**config.mk**
```make
export PLATFORM = sky130hd
export DESIGN_NAME = axioma_int_ctrl
export DESIGN_NICKNAME = d
export VERILOG_FILES = /design/src/rtl/axioma_int_pkg.sv /design/src/rtl/axioma_ext_int_detect.sv /design/src/rtl/axioma_int_ctrl.sv
export SDC_FILE = /design/constraint.sdc
export NUM_CORES = 1
export LEC_CHECK = 0
export ABC_AREA = 1
export CAP_MARGIN = 10
export CORE_MARGIN = 2
export CORE_UTILIZATION = 30
export CTS_CLUSTER_DIAMETER = 40
export DETAILED_ROUTE_END_ITERATION = 7
export REMOVE_ABC_BUFFERS = 1
export SLEW_MARGIN = 20
export SYNTH_ARGS = -nofsm -noshare
export SYNTH_HDL_FRONTEND = slang
export SYNTH_SLANG_ARGS = --single-unit
```
**constraint.sdc**
```tcl
create_clock -name clk -period 1.37 [get_ports clk]
set_input_delay 0.137 -clock clk [delete_from_list [all_inputs] [get_ports clk]]
set_output_delay 0.137 -clock clk [all_outputs]
set_load 0.01 [all_outputs]
```
**src/rtl/axioma_int_pkg.sv**
```systemverilog
// Shared types and helpers for the AxiomaCore-328 interrupt controller:
// sense-control encodings, FSM states, external source indices, vector map.
package axioma_int_pkg;

   typedef enum logic [1:0] {
      ISC_LOW  = 2'b00,
      ISC_ANY  = 2'b01,
      ISC_FALL = 2'b10,
      ISC_RISE = 2'b11
   } isc_e;

   typedef enum logic [1:0] {
      ST_IDLE    = 2'b00,
      ST_REQ     = 2'b01,
      ST_SERVICE = 2'b10
   } state_e;

   localparam int EXT_INT0 = 0;
   localparam int EXT_INT1 = 1;

   // Vector table slot 0 is reset, so source n lives at word base + 2*(n+1).
   function automatic logic [15:0] vec_addr(input logic [15:0] base, input int unsigned idx);
      return base + 16'(2 * (idx + 1));
   endfunction

endpackage

```
**src/rtl/axioma_ext_int_detect.sv**
```systemverilog
// One external interrupt pin: 2-flop synchroniser, edge/level sense and the
// EIFR flag. A new edge event beats a clear request in the same cycle.
module axioma_ext_int_detect
   import axioma_int_pkg::*;
(
   input  logic       clk,
   input  logic       reset_n,
   input  logic       pin,
   input  logic [1:0] isc,
   input  logic       en,
   input  logic       flag_clr,
   output logic       flag,
   output logic       pending
);

   logic sync1_q, sync2_q, prev_q;
   logic flag_q, flag_d;
   logic evt;

   always_comb begin
      evt = 1'b0;
      case (isc_e'(isc))
         ISC_ANY:  evt = sync2_q ^ prev_q;
         ISC_FALL: evt = prev_q & ~sync2_q;
         ISC_RISE: evt = ~prev_q & sync2_q;
         default:  evt = 1'b0;
      endcase
      flag_d = evt ? 1'b1 : (flag_clr ? 1'b0 : flag_q);
   end

   // Reset to 1 so a pin already high at release is not seen as an edge.
   always_ff @(posedge clk or negedge reset_n) begin
      if (!reset_n) begin
         sync1_q <= 1'b1;
         sync2_q <= 1'b1;
         prev_q  <= 1'b1;
         flag_q  <= 1'b0;
      end else begin
         sync1_q <= pin;
         sync2_q <= sync1_q;
         prev_q  <= sync2_q;
         flag_q  <= flag_d;
      end
   end

   assign flag    = flag_q;
   assign pending = en & ((isc == ISC_LOW) ? ~sync2_q : flag_q);

endmodule

```
**src/rtl/axioma_int_ctrl.sv**
```systemverilog
// Interrupt controller top: fixed-priority arbitration of INT0/INT1 and
// peripheral requests, plus the request/ack/RETI handshake with the core.
module axioma_int_ctrl
   import axioma_int_pkg::*;
#(
   parameter int          NUM_SRC  = 8,
   parameter logic [15:0] VEC_BASE = 16'h0000
) (
   input  logic                       clk,
   input  logic                       reset_n,
   input  logic                       int0_pin,
   input  logic                       int1_pin,
   input  logic [3:0]                 eicra_isc,
   input  logic [1:0]                 eimsk,
   input  logic [1:0]                 eifr_clr,
   output logic [1:0]                 eifr,
   input  logic [NUM_SRC-3:0]         periph_irq,
   input  logic                       global_ie,
   output logic                       irq_req,
   output logic [15:0]                irq_vector,
   output logic [$clog2(NUM_SRC)-1:0] irq_src_id,
   input  logic                       irq_ack,
   input  logic                       reti,
   output logic                       int_active
);

   localparam int SRC_W = $clog2(NUM_SRC);

   logic [1:0]         pins;
   logic [1:0]         ext_pend;
   logic [1:0]         ext_flag;
   logic [1:0]         ack_clr;
   logic [NUM_SRC-1:0] pend;
   logic [SRC_W-1:0]   win_id;

   state_e             state_q;
   logic               irq_req_q;
   logic [15:0]        irq_vector_q;
   logic [SRC_W-1:0]   irq_src_id_q;
   logic               int_active_q;

   assign pins[EXT_INT0] = int0_pin;
   assign pins[EXT_INT1] = int1_pin;

   for (genvar g = 0; g < 2; g++) begin : g_ext
      axioma_ext_int_detect u_det (
         .clk      (clk),
         .reset_n  (reset_n),
         .pin      (pins[g]),
         .isc      (eicra_isc[2*g +: 2]),
         .en       (eimsk[g]),
         .flag_clr (eifr_clr[g] | ack_clr[g]),
         .flag     (ext_flag[g]),
         .pending  (ext_pend[g])
      );
   end

   assign pend = {periph_irq, ext_pend};

   always_comb begin
      win_id = '0;
      for (int i = NUM_SRC - 1; i >= 0; i--) begin
         if (pend[i]) win_id = SRC_W'(i);
      end
   end

   // Only an edge-mode external source has a flag to consume on grant.
   always_comb begin
      ack_clr = '0;
      for (int k = 0; k < 2; k++) begin
         ack_clr[k] = (state_q == ST_REQ) && irq_ack &&
                      (irq_src_id_q == SRC_W'(k)) &&
                      (eicra_isc[2*k +: 2] != ISC_LOW);
      end
   end

   always_ff @(posedge clk or negedge reset_n) begin
      if (!reset_n) begin
         state_q      <= ST_IDLE;
         irq_req_q    <= 1'b0;
         irq_vector_q <= '0;
         irq_src_id_q <= '0;
         int_active_q <= 1'b0;
      end else begin
         case (state_q)
            ST_IDLE: begin
               if (global_ie && |pend) begin
                  irq_vector_q <= vec_addr(VEC_BASE, int'(win_id));
                  irq_src_id_q <= win_id;
                  irq_req_q    <= 1'b1;
                  state_q      <= ST_REQ;
               end
            end
            ST_REQ: begin
               // The vector is frozen here; a withdrawn request is abandoned.
               if (irq_ack) begin
                  irq_req_q    <= 1'b0;
                  int_active_q <= 1'b1;
                  state_q      <= ST_SERVICE;
               end else if (!global_ie || !pend[irq_src_id_q]) begin
                  irq_req_q <= 1'b0;
                  state_q   <= ST_IDLE;
               end
            end
            ST_SERVICE: begin
               if (reti) begin
                  int_active_q <= 1'b0;
                  state_q      <= ST_IDLE;
               end
            end
            default: begin
               irq_req_q    <= 1'b0;
               int_active_q <= 1'b0;
               state_q      <= ST_IDLE;
            end
         endcase
      end
   end

   assign eifr       = ext_flag;
   assign irq_req    = irq_req_q;
   assign irq_vector = irq_vector_q;
   assign irq_src_id = irq_src_id_q;
   assign int_active = int_active_q;

endmodule

```
---- Word level (Yosys, flattened, before mapping) ----
Index checks and enable logic that the tools add are counted.
operators by class
  add/sub/neg operators ................... 1
  order comparisons ....................... 1
  eq/ne operators ......................... 13
  multiplexer cells ....................... 30
  bitwise logic cells ..................... 16
  reduce and logical (&&, ||, !) cells .... 22
operator list
  cell                   count
  $mux W3                8
  $mux W1                12
  $pmux W1 S3            4
  $eq A2 B2 Y1 const B   5
  $reduce_and A3 Y1      3
  $mux W2                4
  $reduce_bool A2 Y1     4
  $reduce_or A8 Y1       1
  $and A1 B1 Y1          6
  $eq A2 B1 Y1 const B   3
  $logic_and A1 B1 Y1    6
  $logic_not A2 Y1       3
  $ne A2 B2 Y1 const B   3
  $not A1 Y1             6
  $pmux W2 S3            1
  $add A3 B1 Y4 const B  1
  $lt A3 B4 Y1 const B   1
  $bmux W1 S3            1
  $eq A3 B1 Y1 const B   1
  $logic_not A3 Y1       1
  $ne A3 B2 Y1 const B   1
  $logic_not A1 Y1       2
  $or A1 B1 Y1           2
  $reduce_and A2 Y1      1
  other kinds (2)        3
word-level totals
  flip-flop bits (word level) ............. 30
  input port bits ......................... 21
  output and inout bits ................... 23
  word-level logic and storage cells ...... 96

---- Longest topological paths before layout ----
Gate-level depths: netlist of run 1.
  word-level depth ........................ 10
  gate-level depth with buffers ........... 11
  depth with buffers taken out ............ 11

---- By module ----
From an unflattened synthesis of run 1, not the netlist that was laid out.
unflattened totals
  cells, all modules ...................... 167
  area total of the unflattened synthesis .. 1226.2 µm²
by module, submodules not included
  module                 instances  cells each  area an instance (µm²)  seq. area each (µm²)
  axioma_int_ctrl        1          117         810.8                   275.3
  axioma_ext_int_detect  2          25          207.7                   103.8

---- Least setup slack after synthesis of run 1 ----
No wires, ideal clock.
  kind .................................... reg-to-reg
  from .................................... register g_ext[0].u_det.sync2_q
  to ...................................... register irq_vector_q[2] (netlist: irq_vector[2])
  library setup time ...................... 117 ps
  arrival time ............................ 1404 ps
  data required time ...................... 1253 ps
  setup slack ............................. -150 ps
  stages on the path, launching flop included .. 7
  path buffers ............................ 0
  period minus slack after synthesis ...... 1520 ps
  cell sequence ........................... dfstp_2 > nand3_1 > nand3_1 > a21boi_1 > ha_1 > nand2_1 > nand2_1
on the way
  elaborated cells on any way between the ends .. 8
  those cells by class .................... add/sub (1); mux (2); bitwise (2); reduce/logical (3)
RTL lines
  item                      line                         RTL
  start: declaration        axioma_ext_int_detect.sv:16  logic sync1_q, sync2_q, prev_q;
  start signal: assignment  axioma_ext_int_detect.sv:40  sync2_q <= sync1_q;
  $not A1 Y1                axioma_ext_int_detect.sv:47  assign pending = en & ((isc == ISC_LOW) ? ~sync2_q : flag_q);
  $mux W1                   axioma_ext_int_detect.sv:47
  $and A1 B1 Y1             axioma_ext_int_detect.sv:47
  $mux W3                   axioma_int_ctrl.sv:63        if (pend[i]) win_id = SRC_W'(i);
  named net win_id[0]       axioma_int_ctrl.sv:34        logic [SRC_W-1:0] win_id;
  $add A3 B1 Y4             axioma_int_pkg.sv:23         return base + 16'(2 * (idx + 1));
  end signal: assignment    axioma_int_ctrl.sv:88        irq_vector_q <= vec_addr(VEC_BASE, int'(win_id));
  end: declaration          axioma_int_ctrl.sv:38        logic [15:0] irq_vector_q;
The timed path passes the listed nets, and every way through them passes these cells.
A chain may end at the register's enable or synchronous reset.

---- Worst setup path after layout of run 1 ----
  from .................................... input port periph_irq[4]
  to ...................................... register irq_vector_q[2] (netlist: irq_vector[2])
on the way
  word-level cells in the longest chain between the ends .. 8
  elaborated cells on any way between the ends .. 11
  those cells by class .................... add/sub (1); mux (7); reduce/logical (3)
RTL lines
  item                   line                   RTL
  start: declaration     axioma_int_ctrl.sv:17  input logic [NUM_SRC-3:0] periph_irq,
  $mux W3 (7 in series)  axioma_int_ctrl.sv:63
  named net win_id[0]    axioma_int_ctrl.sv:34
  $add A3 B1 Y4          axioma_int_pkg.sv:23
The timed path passes the listed nets, and every way through them passes these cells.

==> impl_metrics.json, run 1 <==
{
  "drtIter0Drc": 11,
  "hold_violations": 0,
  "p_sw_share_pct": 38.1,
  "drtAntennaViolNets": 0,
  "start_util_pct": 31.6,
  "tns_ps": -209,
  "fp.dieH_um": 66.4,
  "clock-sinks": 19,
  "clock_path_buffers": 2,
  "diodes": 0,
  "r2r_cells": 6,
  "gp_congestion": 0.806,
  "die_x_um": 66.4,
  "startpoint_type": "input pin",
  "final_common_cell": "nand2_1",
  "synth_top_family_by_area": "simple AND/OR/NAND/NOR gates",
  "final_cell_mix": "nand2_1 (29), clkdlybuf4s50_1 (22), buf_4 (18)",
  "slew_violations": 0,
  "synth_cells": 149,
  "violations": "negative setup slack",
  "routed_wirelength_um": 2950,
  "crit_buf_inv": 2,
  "nets": 228,
  "synth_xor_area_share_pct": 0,
  "power.switching_w": 0.000925,
  "pre_cts_ws_ps": -446,
  "core_um2": 3690,
  "cp_common_cell": "nand2_1",
  "grt_start_max_net_pins": 20,
  "synth.area.mux_share_pct": 0,
  "synth_compound_area_share_pct": 11.4,
  "stdcell_area_um2": 1840,
  "port_buffers": 31,
  "grt_use_total_pct": 13.6,
  "vdd_ir_drop_max_v": 0.000836,
  "synth-seq-cells": 19,
  "drive_above_1_share_pct": 34.3,
  "placed_area_um2": 1570,
  "cts_tree": "built",
  "p_leak_nw": 0.949,
  "rows": 22,
  "path_cells": "clkdlybuf4s50_1, inv_1, a21oi_1, o21ai_0, nand2_1, a21boi_4, ha_4, nand2_2, nand2_1",
  "drc_errors": 0,
  "htreeDepth": 1,
  "clockPowerShare_pct": 16.4,
  "cp_data_required_time_ps": 1520,
  "crit_family": "buffers and inverters",
  "cp_max_fo": 2,
  "drv_cap": 0,
  "grt_pass1_vias": 1088,
  "synth_fa_ha_area_share_pct": 5.36,
  "ys_warn_count": 0,
  "worstReg2RegStart": "g_ext[0].u_det.sync2_q",
  "nFillCells": 365,
  "r2r_end": "irq_vector[2]",
  "synth-simple-area-share_pct": 25.5,
  "vias": 1080,
  "vias_per_cell": 4.34,
  "p_total_w": 0.00243,
  "min_period_ps": 1450,
  "antenna_found_initial": 0,
  "timing.final.ws_setup_ps": -78.8,
  "grt_pass1_wl_um": 4600,
  "max_stage_delay_ps": 460,
  "period_share_pct": 106,
  "finalSetupViolCount": 5,
  "clock_tree.root_cell": "clkbuf_8",
  "synthesis.area_um2": 1170,
  "pwr-share-comb_pct": 49.0,
  "post_drt_wl_per_cell_um": 11.9,
  "dieArea_um2": 4410,
  "power_frac_seq_pct": 34.6,
  "p_int_w": 0.00150,
  "rsz0062_at_grt": "yes",
  "hpwl_um": 1960,
  "powerDensity_nw_per_um2": 1320,
  "cp-end-kind": "register",
  "ys_types": 23,
  "cts_buffers": 3,
  "arrival_ps": 1600,
  "skew_ps": 5.31,
  "dr.pass1.iters": 4,
  "grt-ovfl-total": 0,
  "r2r_setup_slack_ps": -70,
  "seq_area_frac_synth_pct": 41.4,
  "syn2layout_area_growth_pct": 57.6,
  "clock_latency_ps": 260,
  "fmax_mhz": 690,
  "syn_area_per_cell_um2": 7.83,
  "path_class": "in2reg",
  "clk_pin_slew_ps": 80,
  "io_pins": 44,
  "holdCritPathClass": "in2async",
  "status": "finished with violations",
  "crit_slowest_cell": "clkdlybuf4s50_1"
}
## power by group through the flow
stage	clock network [W]	registers, W	logic (W)
after floorplan	0	0.000875	0.000422
after CTS	0.000411	0.000824	0.00101
after global routing	0.000445	0.000867	0.00132
final	0.000399	0.000840	0.00119
after global placement	0	0.000846	0.000904
after detailed placement	0	0.000842	0.000913
## cells by family (layout without fill, tap and decap cells)
group | Yosys count | after routing
buffers and inverters | 36 | 77
AOI/OAI and AO/OA | 24 | 24
other | 1 | 12
adders and majority gates | 5 | 5
and+or+nand+nor | 64 | 64
DFF | 19 | 19
## registers in the layout, indices dropped and copies added (netlist names)
register             flops
irq_vector               4
irq_src_id               3
g_ext.u_det.flag         2
g_ext.u_det.prev_q       2
g_ext.u_det.sync1_q      2
g_ext.u_det.sync2_q      2
state_q                  2
int_active               1
irq_req                  1
## final cells by class
| type | instances | area (um^2) | area share [%] |
|---|---|---|---|
| repair buffers | 51 | 479 | 26.1 |
| clock buffers | 3 | 41.3 | 2.24 |
| clock inverters | 1 | 5.00 | 0.272 |
| flip-flops and latches | 19 | 484 | 26.3 |
| inverters | 22 | 82.6 | 4.49 |
| multi-input cells | 105 | 687 | 37.3 |
| well taps | 48 | 60.1 | 3.27 |
## how the worst max path moves through the flow
stage	start	depth (start not counted)	to	slack, ps
finish	periph_irq[4]	9	irq_vector[2]	-80
CTS	g_ext[0].u_det.sync2_q	6	irq_vector[2]	-40
global placement	eicra_isc[1]	9	irq_vector[2]	-410
global route	periph_irq[4]	9	irq_vector[2]	-130
detailed placement	eicra_isc[1]	9	irq_vector[2]	-450
floorplan	g_ext[0].u_det.sync2_q	6	irq_vector[2]	-150
## cells in the mapped netlist
cell type | instances | area [um^2]
nand2_1 | 37 | 139
inv_1 | 19 | 71.3
buf_4 | 14 | 105
dfrtp_1 | 13 | 325
nor2_1 | 13 | 48.8
o21ai_0 | 8 | 40.0
a21oi_1 | 6 | 30.0
dfstp_2 | 6 | 158
nand3_1 | 6 | 30.0
ha_1 | 5 | 62.6
o21ai_1 | 5 | 25.0
inv_2 | 3 | 11.3
nand2_4 | 2 | 22.5
nand3_2 | 2 | 20.0
nor3_1 | 2 | 10.0
a21boi_1 | 1 | 7.51
conb_1 | 1 | 3.75
nand3b_1 | 1 | 7.51
nor2_8 | 1 | 20.0
o21a_1 | 1 | 7.51
o21bai_1 | 1 | 7.51
o22ai_1 | 1 | 6.26
o32ai_1 | 1 | 8.76
## per-stage QoR
stage / hold WS (ps) / utilization [%] / instances
2_1_floorplan: -159 / - / 146
3_3_place_gp: 346 / 42.6 / 238
3_5_place_dp: 348 / 42.6 / 238
4_1_cts: 216 / 45.8 / 246
5_1_grt: 241 / 49.9 / 249
6_report: 206 / 49.9 / 249
## metal layers
| layer | share of wire, % | global-route usage, % |
|---|---|---|
| met1 | 40 | 16.1 |
| met2 | 54 | 24.3 |
| met3 | 5.0 | 3.75 |
| met4 | 0.78 | 2.81 |
| met5 | 0 | 0 |
## timing repair
item,CTS,global route
gates resized for setup,13,41
pin swaps,4,14
setup buffers,4,3
setup endpoints to repair,8,11
hold buffers,0,0
No activity file was read; power rests on OpenSTA's default activity.
==> run 2, diff against run 1 <==
--- a/config.mk
+++ b/config.mk
@@ -10,7 +10,9 @@
 export CORE_MARGIN = 2
 export CORE_UTILIZATION = 30
 export CTS_CLUSTER_DIAMETER = 40
+export CTS_CLUSTER_SIZE = 16
 export DETAILED_ROUTE_END_ITERATION = 7
+export MAX_ROUTING_LAYER = met4
 export REMOVE_ABC_BUFFERS = 1
 export SLEW_MARGIN = 20
 export SYNTH_ARGS = -nofsm -noshare
==> impl_metrics.json, run 2 (synthesized netlist as in run 1, its figures left out) <==
{
  "p_sw_share_pct": 38.2,
  "start_util_pct": 31.6,
  "drive_above_1_share_pct": 34.3,
  "r2r_setup_slack_ps": -70,
  "startpoint_type": "input pin",
  "clk_pin_slew_ps": 80,
  "power.switching_w": 0.000928,
  "routed-wl-met2_um": 1580,
  "arrival_ps": 1600,
  "rsz0062_at_grt": "yes",
  "largest_reg_flops": 4,
  "fin_util_pct": 49.9,
  "io_pins": 44,
  "nFillCells": 365,
  "powerDensity_nw_per_um2": 1320,
  "dieArea_um2": 4410,
  "vias": 1088,
  "gp_congestion": 0.818,
  "pwr-share-comb_pct": 49.1,
  "drtAntennaViolNets": 0,
  "grt_start_max_net_pins": 20,
  "met1_length_um": 1210,
  "worstReg2RegStart": "g_ext[0].u_det.sync2_q",
  "port_buffers": 31,
  "skew_ps": 5.35,
  "vias_per_cell": 4.37,
  "grt_use_total_pct": 13.9,
  "cp_max_fo": 2,
  "grt_pass1_wl_um": 4600,
  "placed_area_um2": 1570,
  "top_layer": "met4",
  "die_x_um": 66.4,
  "multiInputGateArea_um2": 687,
  "drv_cap": 0,
  "syn2layout_area_growth_pct": 57.6,
  "dr.pass1.iters": 4,
  "routed_wirelength_um": 2950,
  "clock_latency_ps": 260,
  "fp.dieH_um": 66.4,
  "seq_area_um2": 484,
  "clock_path_buffers": 2,
  "r2r_cells": 6,
  "htreeDepth": 1,
  "rows": 22,
  "p_leak_nw": 0.949,
  "clock-sinks": 19,
  "grt-ovfl-total": 0,
  "hpwl_um": 1960,
  "wl_met3_um": 125,
  "tns_ps": -213,
  "cp-end-kind": "register",
  "cp_data_required_time_ps": 1520,
  "final_cell_mix": "nand2_1 (29), clkdlybuf4s50_1 (22), buf_4 (18)",
  "stdcell_area_um2": 1840,
  "drc_errors": 0,
  "core_um2": 3690,
  "diodes": 0,
  "period_share_pct": 106,
  "power_frac_seq_pct": 34.5,
  "p_int_w": 0.00150,
  "nets": 228,
  "min_period_ps": 1450,
  "path_class": "in2reg",
  "r2r_end": "irq_vector[2]",
  "clock_tree.root_cell": "clkbuf_8",
  "status": "finished with violations",
  "cts_buffers": 3,
  "holdCritPathClass": "in2async",
  "vdd_ir_drop_max_v": 0.000836,
  "finalSetupViolCount": 5,
  "cts_tree": "built",
  "hold_violations": 0,
  "grt_pass1_vias": 1088,
  "drtIter0Drc": 11,
  "p_total_w": 0.00243,
  "violations": "negative setup slack",
  "clockPowerShare_pct": 16.4,
  "slew_violations": 0,
  "timing.final.ws_setup_ps": -78.5,
  "post_drt_wl_per_cell_um": 11.9,
  "antenna_found_initial": 0,
  "whs_ps": 207,
  "fmax_mhz": 690,
  "cts_hold_buffers": 0,
  "final_common_cell": "nand2_1"
}
==> run 2: power by group through the flow <==
stage / Sequential [W] / Clock, W / Combinational (W)
final: 0.000839 / 0.000399 / 0.00119
after floorplan: 0.000875 / 0 / 0.000422
after global routing: 0.000867 / 0.000445 / 0.00132
after CTS: 0.000824 / 0.000411 / 0.00101
after global placement: 0.000846 / 0 / 0.000904
after detailed placement: 0.000842 / 0 / 0.000913
==> run 2: layout make-up <==
| class | instances | area share, % |
|---|---|---|
| Tap cell | 48 | 3.27 |
| Multi-Input combinational cell | 105 | 37.3 |
| Clock buffer | 3 | 2.24 |
| Clock inverter | 1 | 0.272 |
| Inverter | 22 | 4.49 |
| Timing Repair Buffer | 51 | 26.1 |
| Sequential cell | 19 | 26.3 |
==> run 2: worst max path at each step <==
stage	cells after the start	endpoint	startpoint
detailed placement	9	irq_vector[2]	eicra_isc[1]
finish	9	irq_vector[2]	periph_irq[4]
global placement	9	irq_vector[2]	eicra_isc[1]
floorplan	6	irq_vector[2]	g_ext[0].u_det.sync2_q
CTS	6	irq_vector[2]	g_ext[0].u_det.sync2_q
global route	9	irq_vector[2]	periph_irq[4]
==> run 2: stage by stage <==
stage | worst slack [ps] | cells
5_1_grt | -129 | 249
3_3_place_gp | -413 | 238
4_1_cts | -38.7 | 246
6_report | -78.5 | 249
2_1_floorplan | -150 | 146
3_5_place_dp | -446 | 238
==> run 2: critical path, cell delays in order <==
cell	delay (ps)
clkdlybuf4s50_1	460
inv_1	120
a21oi_1	70
o21ai_0	160
nand2_1	120
a21boi_4	190
ha_4	230
nand2_2	60
nand2_1	50
==> run 2: layer usage <==
layer / GRT usage (%) / vias up
li1: - / 547
met1: 16.4 / 506
met2: 24.3 / 29
met3: 3.24 / 6
met4: 2.81 / 0
met5: - / -
==> run 2: repair_timing <==
action	in CTS	in global routing
gates cloned	0	0
setup buffers	4	3
pin swaps	4	14
endpoints found under the setup margin	8	11
gates resized for setup	13	41
==> run 3, diff against run 2 <==
--- a/config.mk
+++ b/config.mk
@@ -7,8 +7,8 @@
 export LEC_CHECK = 0
 export ABC_AREA = 1
 export CAP_MARGIN = 10
-export CORE_MARGIN = 2
-export CORE_UTILIZATION = 30
+export CORE_MARGIN = 3
+export CORE_UTILIZATION = 25
 export CTS_CLUSTER_DIAMETER = 40
 export CTS_CLUSTER_SIZE = 16
 export DETAILED_ROUTE_END_ITERATION = 7
==> impl_metrics.json, run 3 (synthesized netlist as in run 1, its figures left out) <==
{
  "status": "finished with violations",
  "violations": "negative setup slack",
  "clock-sinks": 19,
  "cts_buffers": 3,
  "gp_congestion": 0.797,
  "p_leak_nw": 0.935,
  "fmax_mhz": 711,
  "rsz0062_at_grt": "yes",
  "r2r_setup_slack_ps": -40,
  "vias_per_cell": 4.23,
  "slew_violations": 0,
  "antenna_found_initial": 0,
  "clk_pin_slew_ps": 80,
  "vias": 1099,
  "cp_data_required_time_ps": 1520,
  "hpwl_um": 2080,
  "holdCritPathClass": "in2async",
  "powerDensity_nw_per_um2": 1280,
  "crit_buf_inv": 1,
  "min_period_ps": 1410,
  "cp-end-kind": "register",
  "path_cells": "nand2_2, nand3_4, buf_6, nand3_4, nand2_8, nor2_4, o21a_1",
  "grt_pass1_vias": 1031,
  "path_class": "reg2reg",
  "cp_common_cell": "nand3_4",
  "start_util_pct": 26.3,
  "r2r_cells": 7,
  "arrival_ps": 1560,
  "grt_start_max_net_pins": 20,
  "hold_violations": 0,
  "p_total_w": 0.00243,
  "port_buffers": 31,
  "period_share_pct": 103,
  "core_um2": 4440,
  "final_common_cell": "nand2_1",
  "dr.pass1.iters": 4,
  "rows": 24,
  "grt_use_total_pct": 10.9,
  "largest_reg_flops": 4,
  "timing.final.ws_setup_ps": -35.6,
  "skew_ps": 1.51,
  "htreeDepth": 1,
  "io_pins": 44,
  "crit_family": "flip-flops",
  "final_cell_mix": "nand2_1 (25), clkdlybuf4s50_1 (23), buf_4 (23)",
  "startpoint_type": "register",
  "drtIter0Drc": 9,
  "dieArea_um2": 5530,
  "cp_max_fo": 5,
  "cts_hold_buffers": 0,
  "syn2layout_area_growth_pct": 62.8,
  "drtAntennaViolNets": 0,
  "drc_errors": 0,
  "drive_above_1_share_pct": 36.5,
  "grt_pass1_wl_um": 4510,
  "nets": 235,
  "vdd_ir_drop_max_v": 0.000572,
  "nFillCells": 450,
  "clock_path_buffers": 2,
  "crit_slowest_cell": "dfstp_2",
  "r2r_end": "irq_vector[1]",
  "grt-ovfl-total": 0,
  "routed_wirelength_um": 3020,
  "worstReg2RegStart": "g_ext[1].u_det.sync2_q",
  "post_drt_wl_per_cell_um": 11.6,
  "diodes": 0,
  "whs_ps": 216,
  "finalSetupViolCount": 5,
  "max_stage_delay_ps": 540,
  "cts_tree": "built",
  "die_x_um": 74.3,
  "clock_latency_ps": 260,
  "clock_tree.root_cell": "clkbuf_8",
  "drv_cap": 0,
  "fp.dieH_um": 74.3
}
run 3: cell types whose count changed in the layout (fill, tap and decap cells not counted), sizes merged:
cell / delta
buf: +7
dlymetal6s2s: -5
dlygate4sd2: +3
clkdlybuf4s50: +1
nor2: +1
run 3: worst reg2reg max path: cells and delay by family, from the launching register on:
family | cells | cell delay, ps
AOI/OAI and AO/OA | 1 | 170
buffers and inverters | 1 | 120
DFF | 1 | 540
and+or+nand+nor | 5 | 470
run 3: area by class of cell:
type                       count  area [um^2]  share of cell area [%]
clock inverter                 1         5.00                   0.263
tap                           52         65.1                    3.42
clock buffer                   3         41.3                    2.17
multi-input combinational    106          698                    36.7
inverter                      22         85.1                    4.48
timing repair buffer          57          522                    27.5
sequential                    19          484                    25.5
run 3: worst max-delay path by stage:
stage,startpoint,to,slack [ps],depth (start not counted)
2_1_floorplan,g_ext[0].u_det.sync2_q,irq_vector[2],-150,6
3_3_place_gp,eicra_isc[1],irq_vector[2],-380,9
3_5_place_dp,eicra_isc[1],irq_vector[3],-440,11
4_1_cts,g_ext[1].u_det.flag,irq_vector[4],-70,10
5_1_grt,g_ext[1].u_det.flag,irq_vector[2],-120,10
6_report,g_ext[1].u_det.sync2_q,irq_vector[1],-40,7
run 3: through the flow:
step / cells / setup TNS [ps] / utilization [%] / instance area [um^2] / setup slack, ps
floorplan: 146 / -281 / - / 1100 / -150
global placement: 244 / -2580 / 35.8 / 1590 / -383
detailed placement: 244 / -2750 / 35.8 / 1590 / -440
CTS: 255 / -257 / 39.3 / 1750 / -67.5
global route: 260 / -754 / 42.8 / 1900 / -118
finish: 260 / -109 / 42.8 / 1900 / -35.6
run 3: routing by layer:
layer	part of all wire, %	vias to the layer above	wire length (um)	track usage (%)
met5	0	-	0	-
met4	1.5	0	44	1.78
met3	5.2	4	157	2.30
met2	51	30	1530	18.8
met1	43	499	1290	13.3
li1	-	566	-	-
run 3: what timing repair did:
action	CTS	global route
setup buffers	6	5
endpoints found under the setup margin	12	10
pin swaps	8	23
gates resized for setup	21	35
cloned	1	0
run 3: power breakdown:
part / switching [W] / internal, W / total [W]
registers: 0.000131 / 0.000712 / 0.000843
clock network: 0.000201 / 0.000202 / 0.000403
logic: 0.000587 / 0.000593 / 0.00118
total: 0.000919 / 0.00151 / 0.00243
